==> src/rtl/anubis_pkg.sv <==
// anubis_pkg: shared Anubis constants, gamma state encoding and the involutive S-box table.
`default_nettype none

package anubis_pkg;

  localparam int BLOCK_W = 128;
  localparam int BYTE_W  = 8;
  localparam int NBYTES  = 16;

  typedef enum logic [1:0] {
    IDLE = 2'd0,
    SUB  = 2'd1,
    HOLD = 2'd2
  } state_t;

  // Involution: SBOX[SBOX[x]] == x for every x.
  localparam logic [7:0] SBOX [256] = '{
    8'hA7, 8'hD3, 8'hE6, 8'h71, 8'hD0, 8'hAC, 8'h4D, 8'h79, 8'h3A, 8'hC9, 8'h91, 8'hFC, 8'h1E, 8'h47, 8'h54, 8'hBD,
    8'h8C, 8'hA5, 8'h7A, 8'hFB, 8'h63, 8'hB8, 8'hDD, 8'hD4, 8'hE5, 8'hB3, 8'hC5, 8'hBE, 8'hA9, 8'h88, 8'h0C, 8'hA2,
    8'h39, 8'hDF, 8'h29, 8'hDA, 8'h2B, 8'hA8, 8'hCB, 8'h4C, 8'h4B, 8'h22, 8'hAA, 8'h24, 8'h41, 8'h70, 8'hA6, 8'hF9,
    8'h5A, 8'hE2, 8'hB0, 8'h36, 8'h7D, 8'hE4, 8'h33, 8'hFF, 8'h60, 8'h20, 8'h08, 8'h8B, 8'h5E, 8'hAB, 8'h7F, 8'h78,
    8'h7C, 8'h2C, 8'h57, 8'hD2, 8'hDC, 8'h6D, 8'h7E, 8'h0D, 8'h53, 8'h94, 8'hC3, 8'h28, 8'h27, 8'h06, 8'h5F, 8'hAD,
    8'h67, 8'h5C, 8'h55, 8'h48, 8'h0E, 8'h52, 8'hEA, 8'h42, 8'h5B, 8'h5D, 8'h30, 8'h58, 8'h51, 8'h59, 8'h3C, 8'h4E,
    8'h38, 8'h8A, 8'h72, 8'h14, 8'hE7, 8'hC6, 8'hDE, 8'h50, 8'h8E, 8'h92, 8'hD1, 8'h77, 8'h93, 8'h45, 8'h9A, 8'hCE,
    8'h2D, 8'h03, 8'h62, 8'hB6, 8'hB9, 8'hBF, 8'h96, 8'h6B, 8'h3F, 8'h07, 8'h12, 8'hAE, 8'h40, 8'h34, 8'h46, 8'h3E,
    8'hDB, 8'hCF, 8'hEC, 8'hCC, 8'hC1, 8'hA1, 8'hC0, 8'hD6, 8'h1D, 8'hF4, 8'h61, 8'h3B, 8'h10, 8'hD8, 8'h68, 8'hA0,
    8'hB1, 8'h0A, 8'h69, 8'h6C, 8'h49, 8'hFA, 8'h76, 8'hC4, 8'h9E, 8'h9B, 8'h6E, 8'h99, 8'hC2, 8'hB7, 8'h98, 8'hBC,
    8'h8F, 8'h85, 8'h1F, 8'hB4, 8'hF8, 8'h11, 8'h2E, 8'h00, 8'h25, 8'h1C, 8'h2A, 8'h3D, 8'h05, 8'h4F, 8'h7B, 8'hB2,
    8'h32, 8'h90, 8'hAF, 8'h19, 8'hA3, 8'hF7, 8'h73, 8'h9D, 8'h15, 8'h74, 8'hEE, 8'hCA, 8'h9F, 8'h0F, 8'h1B, 8'h75,
    8'h86, 8'h84, 8'h9C, 8'h4A, 8'h97, 8'h1A, 8'h65, 8'hF6, 8'hED, 8'h09, 8'hBB, 8'h26, 8'h83, 8'hEB, 8'h6F, 8'h81,
    8'h04, 8'h6A, 8'h43, 8'h01, 8'h17, 8'hE1, 8'h87, 8'hF5, 8'h8D, 8'hE3, 8'h23, 8'h80, 8'h44, 8'h16, 8'h66, 8'h21,
    8'hFE, 8'hD5, 8'h31, 8'hD9, 8'h35, 8'h18, 8'h02, 8'h64, 8'hF2, 8'hF1, 8'h56, 8'hCD, 8'h82, 8'hC8, 8'hBA, 8'hF0,
    8'hEF, 8'hE9, 8'hE8, 8'hFD, 8'h89, 8'hD7, 8'hC7, 8'hB5, 8'hA4, 8'h2F, 8'h95, 8'h13, 8'h0B, 8'hF3, 8'hE0, 8'h37
  };

endpackage

`default_nettype wire

==> src/rtl/anubis_sbox.sv <==
// anubis_sbox: combinational 8-bit Anubis S-box lookup.
`default_nettype none

module anubis_sbox
  import anubis_pkg::*;
(
  input  logic [BYTE_W-1:0] x,
  output logic [BYTE_W-1:0] y
);

  assign y = SBOX[x];

endmodule

`default_nettype wire

==> src/rtl/gamma_stage.sv <==
// gamma_stage: sequential Anubis gamma layer, LANES bytes substituted per cycle, valid/ready on both sides.
`default_nettype none

module gamma_stage
  import anubis_pkg::*;
#(
  parameter int LANES = 4
) (
  input  logic               clk,
  input  logic               rst_n,
  input  logic               clear,
  input  logic               in_valid,
  output logic               in_ready,
  input  logic [BLOCK_W-1:0] in_data,
  output logic               out_valid,
  input  logic               out_ready,
  output logic [BLOCK_W-1:0] out_data,
  output logic               busy
);

  localparam int BEATS = NBYTES / LANES;
  localparam int CW    = (BEATS > 1) ? $clog2(BEATS) : 1;
  localparam logic [CW-1:0] LAST = CW'(BEATS - 1);

  state_t             state;
  logic [CW-1:0]      cnt;
  logic [BLOCK_W-1:0] work;
  logic [BLOCK_W-1:0] sub_word;
  logic [BYTE_W-1:0]  sb_in  [LANES];
  logic [BYTE_W-1:0]  sb_out [LANES];

  for (genvar l = 0; l < LANES; l++) begin : g_lane
    assign sb_in[l] = work[(int'(cnt) * LANES + l) * BYTE_W +: BYTE_W];
    anubis_sbox u_sbox (
      .x (sb_in[l]),
      .y (sb_out[l])
    );
  end

  always_comb begin
    sub_word = work;
    for (int l = 0; l < LANES; l++) begin
      sub_word[(int'(cnt) * LANES + l) * BYTE_W +: BYTE_W] = sb_out[l];
    end
  end

  // A cycle carrying clear never reports ready, so upstream sees the dropped transfer.
  assign in_ready = !clear && ((state == IDLE) || ((state == HOLD) && out_ready));
  assign busy     = (state == SUB);

  always_ff @(posedge clk or negedge rst_n) begin
    if (!rst_n) begin
      state     <= IDLE;
      cnt       <= '0;
      work      <= '0;
      out_data  <= '0;
      out_valid <= 1'b0;
    end else if (clear) begin
      state     <= IDLE;
      cnt       <= '0;
      out_valid <= 1'b0;
    end else begin
      case (state)
        IDLE: begin
          if (in_valid) begin
            work  <= in_data;
            cnt   <= '0;
            state <= SUB;
          end
        end
        SUB: begin
          work <= sub_word;
          if (cnt == LAST) begin
            out_data  <= sub_word;
            out_valid <= 1'b1;
            cnt       <= '0;
            state     <= HOLD;
          end else begin
            cnt <= cnt + 1'b1;
          end
        end
        HOLD: begin
          if (out_ready) begin
            out_valid <= 1'b0;
            if (in_valid) begin
              work  <= in_data;
              cnt   <= '0;
              state <= SUB;
            end else begin
              state <= IDLE;
            end
          end
        end
        default: begin
          state     <= IDLE;
          cnt       <= '0;
          out_valid <= 1'b0;
        end
      endcase
    end
  end

endmodule

`default_nettype wire

==> config.mk <==
export PLATFORM = sky130hd
export DESIGN_NAME = gamma_stage
export DESIGN_NICKNAME = d
export VERILOG_FILES = /design/src/rtl/anubis_pkg.sv /design/src/rtl/anubis_sbox.sv /design/src/rtl/gamma_stage.sv
export SDC_FILE = /design/constraint.sdc
export NUM_CORES = 1
export LEC_CHECK = 0
export ABC_AREA = 1
export CELL_PAD_IN_SITES_DETAIL_PLACEMENT = 0
export CELL_PAD_IN_SITES_GLOBAL_PLACEMENT = 2
export CORE_AREA = 4 4 296 298
export DETAILED_ROUTE_END_ITERATION = 7
export DIE_AREA = 0 0 300 302
export HOLD_SLACK_MARGIN = 0.15
export PLACE_DENSITY = 0.79
export SYNTH_ARGS = -nofsm -noshare
export SYNTH_HDL_FRONTEND = slang
export SYNTH_SLANG_ARGS = --single-unit
==> constraint.sdc <==
create_clock -name clk -period 3.38 [get_ports clk]
set_input_delay 0.338 -clock clk [delete_from_list [all_inputs] [get_ports clk]]
set_output_delay 0.338 -clock clk [all_outputs]
set_load 0.1 [all_outputs]
==> flow_summary.rst, run 1 <==
.. list-table::
   :header-rows: 1

   * - Metric
     - Value
   * - Global-route met2 utilization
     - 53.4%
   * - Max Fanout on Critical Path
     - 9
   * - Portion of the clock cycle consumed by the worst path in the final layout
     - between 90% and 100%
   * - Detailed Routing Iterations Pass 1
     - 6
   * - Status
     - finished clean
   * - Maximum number of pins on one net before global-route repair
     - around 120
   * - Synth cell types
     - 36
   * - Setup crit end kind
     - flop
   * - Routed wire length
     - 158 mm
   * - Total negative slack
     - 0 ns
   * - Most frequent cells in the layout
     - 1336 x sky130_fd_sc_hd__nand2_1, 984 x sky130_fd_sc_hd__nand3_1, 631 x sky130_fd_sc_hd__buf_4
   * - Number of violations reported at the end of detailed-routing iteration 0
     - around 4200
   * - Fraction of registers with async set/reset
     - 100%
   * - Met1 Usage GRT
     - between 40% and 50%
   * - TritonCTS clock tree
     - built
   * - Via-to-Cell Ratio
     - roughly 5.6
   * - Rel. slew slack
     - a little over a quarter
   * - Data arrival time of the critical path
     - between 3 and 4 ns
   * - Type of origin of the critical path
     - flop
   * - Number of nets in the layout
     - around 5400
   * - Count of unresolved DRC violations after routing
     - 0
   * - Hold crit path type
     - in -> async
   * - Last weighted congestion value of the routability-driven placer
     - 0.995
   * - Largest delay contributor family on the critical path
     - simple AND/OR/NAND/NOR gates
   * - Mapped cell area
     - roughly 26000 um2
   * - Sum of overflow across all layers after global routing
     - 0
   * - Floorplan row count
     - 107
   * - Leakage power
     - between 15 and 20 nW
   * - Most common library cell in the layout ignoring fill and taps
     - sky130_fd_sc_hd__nand2_1
   * - Number of antenna violations at the first check in global routing
     - 2
   * - Total cell area at the placement stage
     - roughly 35000 um2
   * - Cell type with the highest occurrence count on the critical path
     - sky130_fd_sc_hd__nand3_1
   * - Met3 track demand over resource
     - between 5 and 6%
   * - Total number of yosys warnings
     - 0
   * - Number of register bits inferred by synthesis
     - 261
   * - Synthesis-to-finish area growth
     - 41.2%
   * - Worst-case vdd ir drop
     - 0.732 mV
   * - Die area
     - between 90000 and 100000 um2
   * - Initial standard-cell utilization of the core
     - between 30% and 40%
   * - Final setup viols
     - 0
   * - Port Buffers
     - around 260
   * - Max-cap violation count
     - 0
   * - Clock transition at path regs
     - ~0.060 ns
   * - GRT Overall Usage
     - between 30% and 40%
   * - Crit-path slowest cell
     - sky130_fd_sc_hd__dfrtp_4
   * - Tmin final
     - approximately 3.4 ns
   * - Width of the chip
     - about 300 um
   * - Worst path required time
     - between 3 and 4 ns
   * - Maximum number of buffers from clock root to sink
     - 3
   * - Y dimension of the die
     - around 300 um
   * - Via Count
     - roughly 36000
   * - Most common flop cell mapped by yosys
     - sky130_fd_sc_hd__dfrtp_1
   * - Top Usage Layer GRT
     - met2
   * - Worst-skew pair later-pin latency
     - between 0.6 and 0.7 ns
   * - Worst hold slack
     - 0.326 ns
   * - Tightest Pin Transition
     - 1.10 ns
   * - I/O Pins
     - 264
   * - Cell count after synthesis
     - 4434
   * - Final number of max-transition violations
     - 0
   * - Detailed placer's ending HPWL
     - 122 mm
   * - Clock skew
     - 0.0216 ns
   * - CTS Sinks
     - 261
   * - Path type of the worst setup path
     - reg -> reg
   * - Count of filler cells inserted in the layout
     - roughly 9300
   * - Vias in the first global route
     - 33607
   * - H-tree Lvls
     - 1
   * - Power density cells
     - 1190 nW/um2
   * - Buffers and inverters on the worst path
     - 6
   * - Setup repair after global routing missed its margin
     - yes
   * - Root Driver
     - sky130_fd_sc_hd__clkbuf_16
   * - Number of flops mapped to enable cells by yosys
     - 0
   * - Hold Fails Final Rpt
     - 0
   * - Proportion of layout cells with a drive suffix above 1
     - between 20% and 30%
   * - Net count after synthesis
     - roughly 4600
   * - Number of nets still failing antenna checks after routing
     - 0
   * - Timing-limited maximum frequency
     - slightly below 300 MHz
   * - Final instance area
     - 36900 um2
   * - Mapped Avg Cell Area
     - 5.90 um2
   * - Largest incremental delay on the critical path
     - roughly 0.54 ns
   * - Area of the core region
     - between 80000 and 90000 um2
   * - Wire length of the first global-routing pass
     - 228 mm
   * - Critical Path, Cell by Cell
     - inv_8 -> buf_4 -> nand2_1 -> nand3_1 -> nand2_2 -> buf_4 -> ha_1 -> inv_2 -> nor2_2 -> buf_4 -> o211ai_1 -> nand3_1 -> nand2_2 -> nand3_1 -> buf_6 -> nand4_1 -> nand3_1 -> nand2_1 -> nand2_1
   * - TritonCTS Buffers
     - 31
   * - Routed length per instance
     - approximately 25 um
   * - Portion of the post-synthesis area used by sequential elements
     - between 20% and 30%
==> final timing paths <==
path | from | end | slack [ns] | depth (start not counted)
max | cnt[0] | work[22] | 0.02 | 19
min in group clk | in_valid | state[0] | 0.35 | 3
min reg2reg | work[78] | work[78] | 0.48 | 2
max in group asynchronous | rst_n | out_data[84] | 2.06 | 3
max reg2reg | cnt[0] | work[22] | 0.02 | 19
min | rst_n | out_data[64] | 0.33 | 2
==> power breakdown <==
part           switching [mW]  internal [mW]
combinational            22.8           13.1
clock                    1.51           1.84
sequential              0.886           3.89
total                    25.2           18.8
==> what timing repair did <==
action                                 4_1_cts  5_1_grt
hold buffers                                 1        0
setup endpoints to repair                  136      233
setup buffers                                2       18
endpoints found under the hold margin       81        0
pin swaps                                    4       45
gates cloned                                 0        3
resized for setup                           36      253
==> final cells by class <==
cell class	count	area [um2]	area share (%)
antenna	1	2.50	0.00678
clock buffer	46	902	2.44
clock inverter	8	58.8	0.159
inverter	217	855	2.31
multi-input combinational	3656	18100	49.0
sequential	261	6540	17.7
tap	1144	1430	3.88
timing repair buffer	983	9030	24.5
==> registers in the layout, indices dropped and copies added, names as in the netlist <==
register,flops
cnt,2
out_data,128
out_valid,1
state,2
work,128
==> metal layers <==
| metal | routed length, um | vias to the layer above |
|---|---|---|
| met4 | 9190 | 0 |
| met3 | 13100 | 406 |
| met1 | 64700 | 16973 |
| met2 | 71000 | 1920 |
| met5 | 0 | - |
| li1 | - | 16238 |
==> kinds of logic (layout without fill, tap and decap cells) <==
family,count (synthesis),in the layout,synth area share [%]
adder cells (fa/ha/maj),78,78,3.73
AO/OA/AOI/OAI,450,450,10.3
flip-flops,261,261,25.0
AND/OR/NAND/NOR,3128,3128,51.7
other,0,1,0
buffers and inverters,517,1254,9.34
==> per-stage QoR <==
| stage | util, % | instances | setup slack [ns] | total power, mW |
|---|---|---|---|---|
| 2_1_floorplan | - | 4434 | 0.485 | 21.9 |
| 3_3_place_gp | 40.9 | 6237 | -0.270 | 38.4 |
| 3_5_place_dp | 40.9 | 6237 | -0.206 | 38.0 |
| 4_1_cts | 42.2 | 6294 | -0.0694 | 41.7 |
| 5_1_grt | 43.5 | 6315 | -0.0822 | 46.3 |
| 6_report | 43.5 | 6316 | 0.0234 | 44.0 |
==> synth_stat cells (all sizes together), types with 4 or more instances <==
master / number / area share [%]
nor2: 529 / 7.7
o21ai: 151 / 2.9
a32oi: 7 / 0.69
nand2: 1421 / 21
ha: 78 / 3.7
a21oi: 127 / 2.5
clkbuf: 116 / 1.7
o31ai: 4 / 0.11
nand4: 88 / 2.1
o211ai: 37 / 1.1
buf: 184 / 4.5
inv: 216 / 3.1
nand3b: 8 / 0.23
o22ai: 5 / 0.12
a31oi: 109 / 2.6
nand3: 1058 / 20
a21o: 7 / 0.20
nor3: 7 / 0.13
or2: 17 / 0.41
dfrtp: 261 / 25
(Power assumes the default switching activity.)
==> run 2, diff against run 1 <==
Settings changed: PLACE_DENSITY 0.79 to not set, PLACE_DENSITY_LB_ADDON set to 0.1.
==> flow_summary.rst, run 2 (synthesis gave the netlist of run 1 again) <==
.. list-table::
   :header-rows: 1

   * - Metric
     - Value
   * - Status
     - finished with violations
   * - Violated checks
     - design-rule violations
   * - Critical Path, Cell by Cell
     - buf_12 -> nand2_1 -> nand3_1 -> nand2_2 -> buf_12 -> clkinvlp_4 -> ha_2 -> nor2_2 -> inv_1 -> nor2_2 -> nand2_1 -> nand3_1 -> nand2_1 -> nand3_1 -> nand3_1 -> buf_4 -> nand4_1 -> nand3_1 -> nand2_1 -> nand2_1
   * - Y dimension of the die
     - about 300 um
   * - Via Count
     - 35145
   * - Width of the chip
     - around 300 um
   * - Share of power burned in the clock network
     - between 7 and 8%
   * - Wire length on met3
     - about 11 mm
   * - Sum of overflow across all layers after global routing
     - 0
   * - Part of the power in registers
     - a little over a tenth
   * - Most common library cell in the layout ignoring fill and taps
     - sky130_fd_sc_hd__nand2_1
   * - Setup crit end kind
     - flop
   * - Number of nets in the layout
     - 5358
   * - Worst-skew pair later-pin latency
     - between 0.6 and 0.7 ns
   * - Proportion of layout cells with a drive suffix above 1
     - roughly 22%
   * - Final cell count without fillers
     - between 6000 and 7000
   * - Maximum number of pins on one net before global-route repair
     - between 100 and 150
   * - H-tree Lvls
     - 1
   * - Combinational cell fraction of total power
     - between 80% and 90%
   * - Largest delay contributor family on the critical path
     - simple AND/OR/NAND/NOR gates
   * - Wire length of the first global-routing pass
     - about 230 mm
   * - Port Buffers
     - approximately 260
   * - Storage element area
     - 6540 um2
   * - Internal power
     - 19.2 mW
   * - Registers with the highest flip-flop counts
     - out_data: 128 flops, work: 128 flops
   * - Uppermost layer routed
     - met5
   * - Count of filler cells inserted in the layout
     - 9314
   * - Area of the core region
     - about 85000 um2
   * - Sw Pwr
     - 25.4 mW
   * - Final number of max-transition violations
     - 0
   * - Tightest Pin Transition
     - roughly 1.1 ns
   * - Type of origin of the critical path
     - flop
   * - Clock skew
     - between 0.06 and 0.07 ns
   * - Setup repair after global routing missed its margin
     - yes
   * - CTS Sinks
     - 261
   * - Floorplan row count
     - 107
   * - TritonCTS Buffers
     - 30
   * - Die area
     - slightly above 90000 um2
   * - Detailed placer's ending HPWL
     - ~120 mm
   * - Met2 WL
     - approximately 74 mm
   * - Hold Fails Final Rpt
     - 0
   * - I/O Pins
     - approximately 260
   * - Hold crit path type
     - in -> reg
   * - Root Driver
     - sky130_fd_sc_hd__clkbuf_16
   * - Max-cap violation count
     - 0
   * - Final setup viols
     - 0
   * - Worst path required time
     - just under 4 ns
   * - Largest incremental delay on the critical path
     - approximately 0.54 ns
   * - Maximum number of buffers from clock root to sink
     - 3
   * - Number of violations reported at the end of detailed-routing iteration 0
     - ~3500
   * - Power density cells
     - about 1200 nW/um2
   * - Portion of the clock cycle consumed by the worst path in the final layout
     - between 90% and 100%
   * - Tmin final
     - 3.32 ns
   * - Total cell area at the placement stage
     - between 30000 and 40000 um2
   * - Crit-path slowest cell
     - sky130_fd_sc_hd__dfrtp_4
   * - Area used by multi-input combinational logic
     - approximately 19000 um2
   * - Last weighted congestion value of the routability-driven placer
     - 1.00
   * - Data arrival time of the critical path
     - 3.83 ns
   * - Detailed Routing Iterations Pass 1
     - 8
   * - Max Fanout on Critical Path
     - 7
   * - Timing-limited maximum frequency
     - around 300 MHz
   * - Clock transition at path regs
     - about 0.07 ns
   * - Rel. slew slack
     - 26.3%
   * - Most frequent cells in the layout
     - 1312 x sky130_fd_sc_hd__nand2_1, 954 x sky130_fd_sc_hd__nand3_1, 626 x sky130_fd_sc_hd__buf_4
   * - Routed wire length
     - about 160 mm
   * - GRT Overall Usage
     - approximately 33%
   * - Count of unresolved DRC violations after routing
     - 1
   * - Synthesis-to-finish area growth
     - 43.2%
   * - TritonCTS clock tree
     - built
   * - Overall power
     - approximately 45 mW
   * - Leakage power
     - 17.9 nW
   * - Initial standard-cell utilization of the core
     - 30.8%
   * - Via-to-Cell Ratio
     - 5.56
   * - Final instance area
     - approximately 37000 um2
   * - Worst hold slack
     - between 0.3 and 0.4 ns
   * - Number of antenna violations at the first check in global routing
     - 3
   * - M1 WL
     - between 60 and 70 mm
   * - Path type of the worst setup path
     - reg -> reg
   * - Switching share of power
     - a little under three fifths
   * - Buffers and inverters on the worst path
     - 5
   * - Routed length per instance
     - ~25 um
   * - Worst-case vdd ir drop
     - between 0.6 and 0.7 mV
   * - Vias in the first global route
     - ~34000
   * - Cell total after placement
     - between 6000 and 7000
   * - Number of nets still failing antenna checks after routing
     - 0
## run 2: worst paths after layout
kind / start / endpoint / slack [ns] / cells after the start
min in group asynchronous: rst_n / out_data[1] / 0.36 / 2
max reg2reg: cnt[0] / work[118] / 0.06 / 20
max in group asynchronous: rst_n / out_data[29] / 2.02 / 3
min: in_valid / state[0] / 0.32 / 3
min reg2reg: work[78] / work[78] / 0.48 / 2
max: cnt[0] / work[118] / 0.06 / 20
## run 2: metrics by stage
stage	setup WS (ns)	setup TNS, ns	utilization [%]
after floorplan	0.485	0	-
after global placement	-0.302	-19.40	40.7
after detailed placement	-0.342	-24.80	40.7
after CTS	-0.00788	-0.00788	42.4
after global routing	-0.128	-1.46	44.1
final	0.0641	0	44.1
## run 2: layout make-up
class	count	area share (%)
Multi-Input combinational cell	3656	49.7
Timing Repair Buffer	981	24.0
Sequential cell	261	17.5
Tap cell	1144	3.82
Clock buffer	47	2.42
Inverter	217	2.28
Clock inverter	9	0.388
Antenna cell	2	0.0134
## run 2: power by group through the flow
stage | Sequential (mW) | Combinational, mW | Clock (mW)
after floorplan | 5.75 | 16.2 | 0
after global placement | 4.73 | 33.6 | 0
after detailed placement | 4.71 | 33.2 | 0
after CTS | 4.67 | 33.9 | 3.57
after global routing | 4.76 | 38.6 | 3.70
final | 4.70 | 36.4 | 3.53
## run 2: per-layer routing
metal / track usage (%) / vias up
met1: 43.6 / 16849
met5: 0 / -
met3: 3.88 / 384
met2: 55.5 / 1644
li1: - / 16266
met4: 14.3 / 2
## run 2: what timing repair did
item | in CTS | in global routing
setup endpoints to repair | 228 | 242
hold endpoints to repair | 77 | 0
cloned | 0 | 3
hold buffers | 1 | 0
pin swaps | 10 | 80
resized for setup | 93 | 314
buffers inserted | 5 | 18
## run 2: worst reg2reg max path: cells and delay by family, from the launching register on
family / cells / cell delay, ns
fa+ha+maj: 1 / 0.26
buf+inv: 5 / 0.75
flops: 1 / 0.54
simple gates: 14 / 1.66
